--- config.mk ---
export PLATFORM = sky130hd
export DESIGN_NAME = iir_stim_driver
export DESIGN_NICKNAME = d
export VERILOG_FILES = /design/src/rtl/iir_stim_driver.sv
export SDC_FILE = /design/constraint.sdc
export NUM_CORES = 1
export LEC_CHECK = 0
export ABC_AREA = 1
export CAP_MARGIN = 20
export CORE_MARGIN = 3
export CORE_UTILIZATION = 52
export DETAILED_ROUTE_END_ITERATION = 7
export PLACE_DENSITY = 0.87
export SYNTH_ARGS = -nofsm -noshare
export SYNTH_HDL_FRONTEND = slang
export SYNTH_SLANG_ARGS = --single-unit
--- constraint.sdc ---
create_clock -name ap_clk -period 3.15 [get_ports ap_clk]
set_input_delay 0.315 -clock ap_clk [delete_from_list [all_inputs] [get_ports ap_clk]]
set_output_delay 0.315 -clock ap_clk [all_outputs]
set_load 0.01 [all_outputs]
--- src/rtl/iir_stim_driver.sv ---
// Stimulus generator and response monitor around an HLS IIR core using the
// ap_start/ap_ready/ap_done handshake; tracks per-period peak |response|.
module iir_stim_driver #(
    parameter int DATA_W = 20,
    parameter int PERIOD = 1024,
    parameter int AMPL   = 2**16
) (
    input  logic              ap_clk,
    input  logic              ap_rst,
    input  logic              enable,
    input  logic [1:0]        mode,
    output logic              dut_start,
    input  logic              dut_ready,
    input  logic              dut_done,
    input  logic [DATA_W-1:0] dut_return,
    output logic [DATA_W-1:0] x,
    output logic [DATA_W-1:0] y_out,
    output logic              y_valid,
    output logic [DATA_W-1:0] peak_out,
    output logic              peak_valid,
    output logic [31:0]       sample_count,
    output logic [15:0]       period_count
);
    localparam int IDX_W = $clog2(PERIOD);
    localparam logic [IDX_W-1:0] IDX_LAST = IDX_W'(PERIOD - 1);
    localparam logic [IDX_W-1:0] IDX_HALF = IDX_W'(PERIOD / 2);
    localparam logic signed [DATA_W-1:0] AMPL_POS = DATA_W'(AMPL);
    localparam logic signed [DATA_W-1:0] AMPL_NEG = -AMPL_POS;

    typedef enum logic [1:0] {
        MODE_IMPULSE = 2'd0,
        MODE_STEP    = 2'd1,
        MODE_SQUARE  = 2'd2,
        MODE_ZERO    = 2'd3
    } mode_e;

    function automatic logic signed [DATA_W-1:0] stim_sample(input mode_e m,
                                                             input logic [IDX_W-1:0] idx);
        logic signed [DATA_W-1:0] s;
        case (m)
            MODE_IMPULSE: s = (idx == '0) ? AMPL_POS : '0;
            MODE_STEP:    s = AMPL_POS;
            MODE_SQUARE:  s = (idx < IDX_HALF) ? AMPL_POS : AMPL_NEG;
            default:      s = '0;
        endcase
        return s;
    endfunction

    // |v| with the most-negative code clamped to the largest positive value.
    function automatic logic [DATA_W-1:0] sat_abs(input logic signed [DATA_W-1:0] v);
        logic [DATA_W-1:0] m;
        if (v == {1'b1, {(DATA_W-1){1'b0}}})
            m = {1'b0, {(DATA_W-1){1'b1}}};
        else if (v[DATA_W-1])
            m = $unsigned(-v);
        else
            m = $unsigned(v);
        return m;
    endfunction

    logic                     start_q, start_d;
    logic [IDX_W-1:0]         idx_q, idx_d;
    mode_e                    mode_q, mode_d;
    logic signed [DATA_W-1:0] x_q, x_d;
    logic [DATA_W-1:0]        y_q, y_d;
    logic                     yv_q, yv_d;
    logic [DATA_W-1:0]        peak_q, peak_d;
    logic                     pv_q, pv_d;
    logic [DATA_W-1:0]        max_q, max_d;
    logic [31:0]              scnt_q, scnt_d;
    logic [15:0]              pcnt_q, pcnt_d;

    logic              accept, wrap, boundary;
    logic [DATA_W-1:0] mag, max_fold;

    always_comb begin
        accept   = start_q & dut_ready;
        wrap     = accept && (idx_q == IDX_LAST);
        boundary = wrap || (!start_q && (idx_q == '0));
        start_d  = enable;
        idx_d    = idx_q;
        if (accept)
            idx_d = wrap ? '0 : idx_q + 1'b1;
        mode_d   = boundary ? mode_e'(mode) : mode_q;
        // x is precomputed from the next state so it always matches the held index.
        x_d      = stim_sample(mode_d, idx_d);
        mag      = sat_abs(dut_return);
        max_fold = (dut_done && (mag > max_q)) ? mag : max_q;
        max_d    = wrap ? '0 : max_fold;
        peak_d   = wrap ? max_fold : peak_q;
        pv_d     = wrap;
        y_d      = dut_done ? dut_return : y_q;
        yv_d     = dut_done;
        scnt_d   = accept ? scnt_q + 32'd1 : scnt_q;
        pcnt_d   = wrap ? pcnt_q + 16'd1 : pcnt_q;
    end

    always_ff @(posedge ap_clk) begin
        if (ap_rst) begin
            start_q <= 1'b0;
            idx_q   <= '0;
            mode_q  <= MODE_IMPULSE;
            x_q     <= '0;
            y_q     <= '0;
            yv_q    <= 1'b0;
            peak_q  <= '0;
            pv_q    <= 1'b0;
            max_q   <= '0;
            scnt_q  <= '0;
            pcnt_q  <= '0;
        end else begin
            start_q <= start_d;
            idx_q   <= idx_d;
            mode_q  <= mode_d;
            x_q     <= x_d;
            y_q     <= y_d;
            yv_q    <= yv_d;
            peak_q  <= peak_d;
            pv_q    <= pv_d;
            max_q   <= max_d;
            scnt_q  <= scnt_d;
            pcnt_q  <= pcnt_d;
        end
    end

    assign dut_start    = start_q;
    assign x            = x_q;
    assign y_out        = y_q;
    assign y_valid      = yv_q;
    assign peak_out     = peak_q;
    assign peak_valid   = pv_q;
    assign sample_count = scnt_q;
    assign period_count = pcnt_q;

endmodule

**Word-level counts from Yosys, hierarchy flattened**

Index checks and enable logic that the tools add are counted.

- Input port bits: 27
- Output and inout port bits: 111
- Logic and storage cells: 40
- Flip-flop bits (word level): 143

- Mux-type cells: 9
- Reduce and logical (&&, ||, !) cells: 9
- $lt $le $gt $ge: 2
- Eq/ne operators: 4
- Bitwise operators: 1
- $add $sub $neg: 4

Operator list:

| kind | number |
|---|---|
| $mux W20 | 4 |
| $pmux W20 S3 | 1 |
| $add A32 B1 Y32 const B | 1 |
| $eq A20 B20 Y1 const B | 1 |
| $gt A20 B20 Y1 | 1 |
| $logic_not A10 Y1 | 2 |
| $mux W10 | 2 |
| $neg A20 Y20 | 1 |
| $mux W17 | 1 |
| $add A16 B1 Y16 const B | 1 |
| $add A10 B1 Y10 const B | 1 |
| $eq A10 B10 Y1 const B | 1 |
| $lt A10 B10 Y1 const B | 1 |
| $logic_and A1 B1 Y1 | 3 |
| $eq A2 B1 Y1 const B | 1 |
| $eq A2 B2 Y1 const B | 1 |
| $logic_not A2 Y1 | 1 |
| $mux W2 | 1 |
| $reduce_or A2 Y1 | 1 |
| $and A1 B1 Y1 | 1 |
| $logic_not A1 Y1 | 1 |
| $logic_or A1 B1 Y1 | 1 |

**Longest topological paths before layout**

- Word-level depth: 7
- Mapped depth: 24
- Mapped depth without buffers: 22

**Worst setup path before layout**

No wires, ideal clock.

- Path kind: in2reg
- Start point: in dut_return[0]
- End point: reg peak_q[8], in the netlist peak_out[8]
- Setup time: 113 ps
- Path buffers: 2
- Arrival: 2526 ps
- Setup slack: 511 ps
- Stages: 21
- Data required time: 3037 ps
- Path through: inv_1 ha_1 nand2_1 nor2_4 nand4_1 buf_2 inv_1 a21oi_1 inv_1 ha_1 nand2_1 nor2_1 nand2_1 nor2_4 a21oi_4 inv_1 nor2_2 buf_6 nand2_1 nand3_1 nand2_1

- Longest elaborated chain between the ends: 6
- Elaborated cells between the ends (all ways): 7
- Those cells by class: add/sub: 1; order compare: 1; eq/ne: 1; mux: 3; reduce/logical: 1

Ends and longest elaborated chain:

| what | RTL line | RTL |
|---|---|---|
| start: declaration | 15 | `input logic [DATA_W-1:0] dut_return,` |
| $neg A20 Y20 | 55 | `m = $unsigned(-v);` |
| $mux W20 | 54 | `else if (v[DATA_W-1])` |
| $mux W20 (*) | 52 | `if (v == {1'b1, {(DATA_W-1){1'b0}}})` |
| $gt A20 B20 Y1 | 88 | `max_fold = (dut_done && (mag > max_q)) ? mag : max_q;` |
| $logic_and A1 B1 Y1 | 88 |  |
| $mux W20 (*) | 88 |  |
| end signal: assignment | 118 | `peak_q <= peak_d;` |
| end: declaration | 67 | `logic [DATA_W-1:0] peak_q, peak_d;` |

Mark *: on every way between the ends. The rest lies on a longest branch, timed or not.
A chain may end at the register's enable or synchronous reset.

**Worst setup path in the final report**

- Start point: in dut_return[9]
- End point: reg peak_q[12], in the netlist peak_out[12]

The elaborated chain is that of the path after synthesis.

==> impl_metrics.toml <==
[timing]
relSlewSlack = 0.380
maxSlewViolCount = 0
finalCritPeriodShare = 0.978
post-route-min-period_ps = 3080
worstMarginPinSlew_ps = 928
fin_skew_ps = 7.93
whs_ps = 435
hold_viol = 0
fmax_mhz = 324
layout_setup_ws_ps = 67.8
setup_viol = 0

[synthesis]
synth_cell_types = 44
avgSynthCellArea_um2 = 6.76
ys_ff_latch = 125
yosysSeqAreaShare = 0.363
synth_edf_count = 0
synth.most_common_cell = "nand2_1"
yosys_warnings = 0
yosys-top-cells-count = "nand2_1, nor2_1, dfxtp_1, inv_1"
postSynthCellCount = 1021
postSynth.asyncResetShare = 0
yosys-top-cells-area = "dfxtp_1, nand2_1, nor2_1"
synth_area_um2 = 6900
synth_area_leader_cell = "dfxtp_1"
synth.top_cell.area_share = 0.363
ys.flop_type = "dfxtp_1"

[placement]
hpwlAfterDp_mm = 13.3
io_buffers = 121
pre_cts_ws_ps = -601
place.gp.congestion = 0.938

[grt]
grt_pass1_wl_mm = 29.8
grt_use_met1 = 0.291
grt_use_total = 0.251
grt_max_degree = 34
met3_usage = 0.0536
grt_use_met2 = 0.443
grt_antenna_before_repair = 0
busiest_layer = "met2"
grt-ovfl-total = 0
grt_pass1_vias = 6573

[detailed_routing]
drt_pass1_iterations = 5
drt_wl_total_mm = 18.7
via_per_inst = 5.14
ant_nets = 0
vias = 7051
wl_per_cell_um = 13.6
drc_errors = 0
drtIter0Drc = 516

[floorplan]
start_util = 0.540
rows = 41
io_pins = 138
die_area_um2 = 14700
die_w_um = 121
die_height_um = 121
core_um2 = 12800

[critical_path]
rr_worst_depth = 8
cp.required_ps = 3460
startpoint = "dut_return[9]"
critical_path_arrival_ps = 3390
worst_setup_path_end_kind = "flop"
r2r_slack_ps = 620
cp_max_fo = 12
crit_path_start_kind = "primary input"
path_class = "primary input to flop"
timing.rr.end = "period_count[0]"
r2r_start = "idx_q[1]"

[clocking]
cts_buffers = 17
clockBufferDepth = 2
cts_root_buf = "clkbuf_16"
cts_tree = "done"
cts_htree_levels = 4
clock_sinks = 125
cts.clk_slew.worst_paths_ps = 50
clk_latency_ps = 420

[layout]
post_route_cells_drive_above_1_share = 0.124
nets = 1243
syn2layout_area_growth_pct = 33.4
antenna_cells = 0

[run]
drv_cap = 0

[power_and_ir_drop]
irDropWorstVdd_v = 0.000358
leakagePower_nw = 4.05
power_w = 0.00442
power_density_nw_per_um2 = 480

[hold_path]
hold_end = "dut_start"
worstHoldPathCells = 3
min_from = "enable"
holdCritPathClass = "primary input to flop"

[run_status]
status = "completed"
-- report_power, final --
part | leakage, nW | switching, W | internal [W]
Combinational | 2.76 | 0.000499 | 0.000349
Clock | 0.278 | 0.000684 | 0.00120
Sequential | 1.02 | 0.0000264 | 0.00166
Total | 4.05 | 0.00121 | 0.00321
-- logic make-up (layout without fill, tap and decap cells) --
group / after synthesis / count (layout) / synth area share
AOI/OAI and AO/OA: 125 / 125 / 0.0967
xor gates and xnor gates: 10 / 10 / 0.0127
adders and majority gates: 28 / 28 / 0.0508
buffers and inverters: 174 / 338 / 0.112
DFF: 125 / 125 / 0.363
other: 1 / 16 / 0.000544
and+or+nand+nor: 558 / 558 / 0.365
-- flip-flops by register name (all words and copies together), names as in the netlist --
| register | count |
|---|---|
| dut_start | 1 |
| idx_q | 10 |
| max_q | 20 |
| mode_q | 2 |
| peak_out | 20 |
| peak_valid | 1 |
| period_count | 16 |
| sample_count | 32 |
| x | 2 |
| y_out | 20 |
| y_valid | 1 |
-- critical path: stages --
cell	delay (ps)
clkdlybuf4s50_1	520
inv_1	150
nand2_1	80
nor2_1	260
nand4_1	180
buf_6	170
buf_4	150
nand2_1	90
ha_1	260
nand2_1	90
nor2_1	50
nand2_1	120
nor2_4	60
buf_4	140
a21oi_4	230
inv_2	70
nor2_4	100
buf_12	140
nand2_1	60
nand3_1	100
nand2_1	60
-- worst max-delay path by stage --
stage                        end  cells past startpoint  slack (ps)
floorplan            peak_out[8]                     21         510
global placement    peak_out[12]                     22        -540
detailed placement  peak_out[17]                     22        -600
CTS                 peak_out[13]                     23          20
global route         peak_out[8]                     22         -90
finish              peak_out[12]                     21          70
-- layout make-up --
class	instances	area [um^2]
flip-flops and latches	125	2500
inverters	130	492
repair buffers	177	1680
clock inverters	5	55.1
fillers	996	3570
multi-input cells	737	3740
clock buffers	26	519
well taps	172	215
-- per-stage QoR --
| step | util | TNS [ps] | cell area, um^2 | cells |
|---|---|---|---|---|
| after floorplan | - | 0 | 6950 | 1036 |
| after global placement | 0.666 | -17610 | 8510 | 1336 |
| after detailed placement | 0.666 | -19750 | 8510 | 1336 |
| after CTS | 0.712 | 0 | 9100 | 1367 |
| after global routing | 0.721 | -1280 | 9200 | 1372 |
| final | 0.721 | 0 | 9200 | 1372 |
-- cell usage in the layout (no fill, tap or decap), types with 16 or more instances in the layout --
cell             Yosys  routed
a21oi_1             61      58
buf_4               21      51
clkbuf_16            0      17
clkdlybuf4s50_1      0     121
conb_1               1      16
dfxtp_1            125     125
ha_1                28      27
inv_1              125     124
nand2_1            277     276
nand3_1             61      61
nor2_1             132     126
nor2_2              13      16
nor3_1              17      17
o21ai_0             50      50
-- repair_timing --
item,in CTS,in global routing
hold buffers,0,0
buffers inserted,0,5
pin swaps,0,8
cloned,0,0
setup endpoints to repair,38,40
gates resized for setup,4,14
-- layer usage --
layer | vias up | wire [um]
met5 | - | 0
met4 | 0 | 591
met3 | 48 | 1100
met2 | 249 | 9430
met1 | 3207 | 7590
li1 | 3547 | -
No activity file was read; power rests on OpenSTA's default activity.
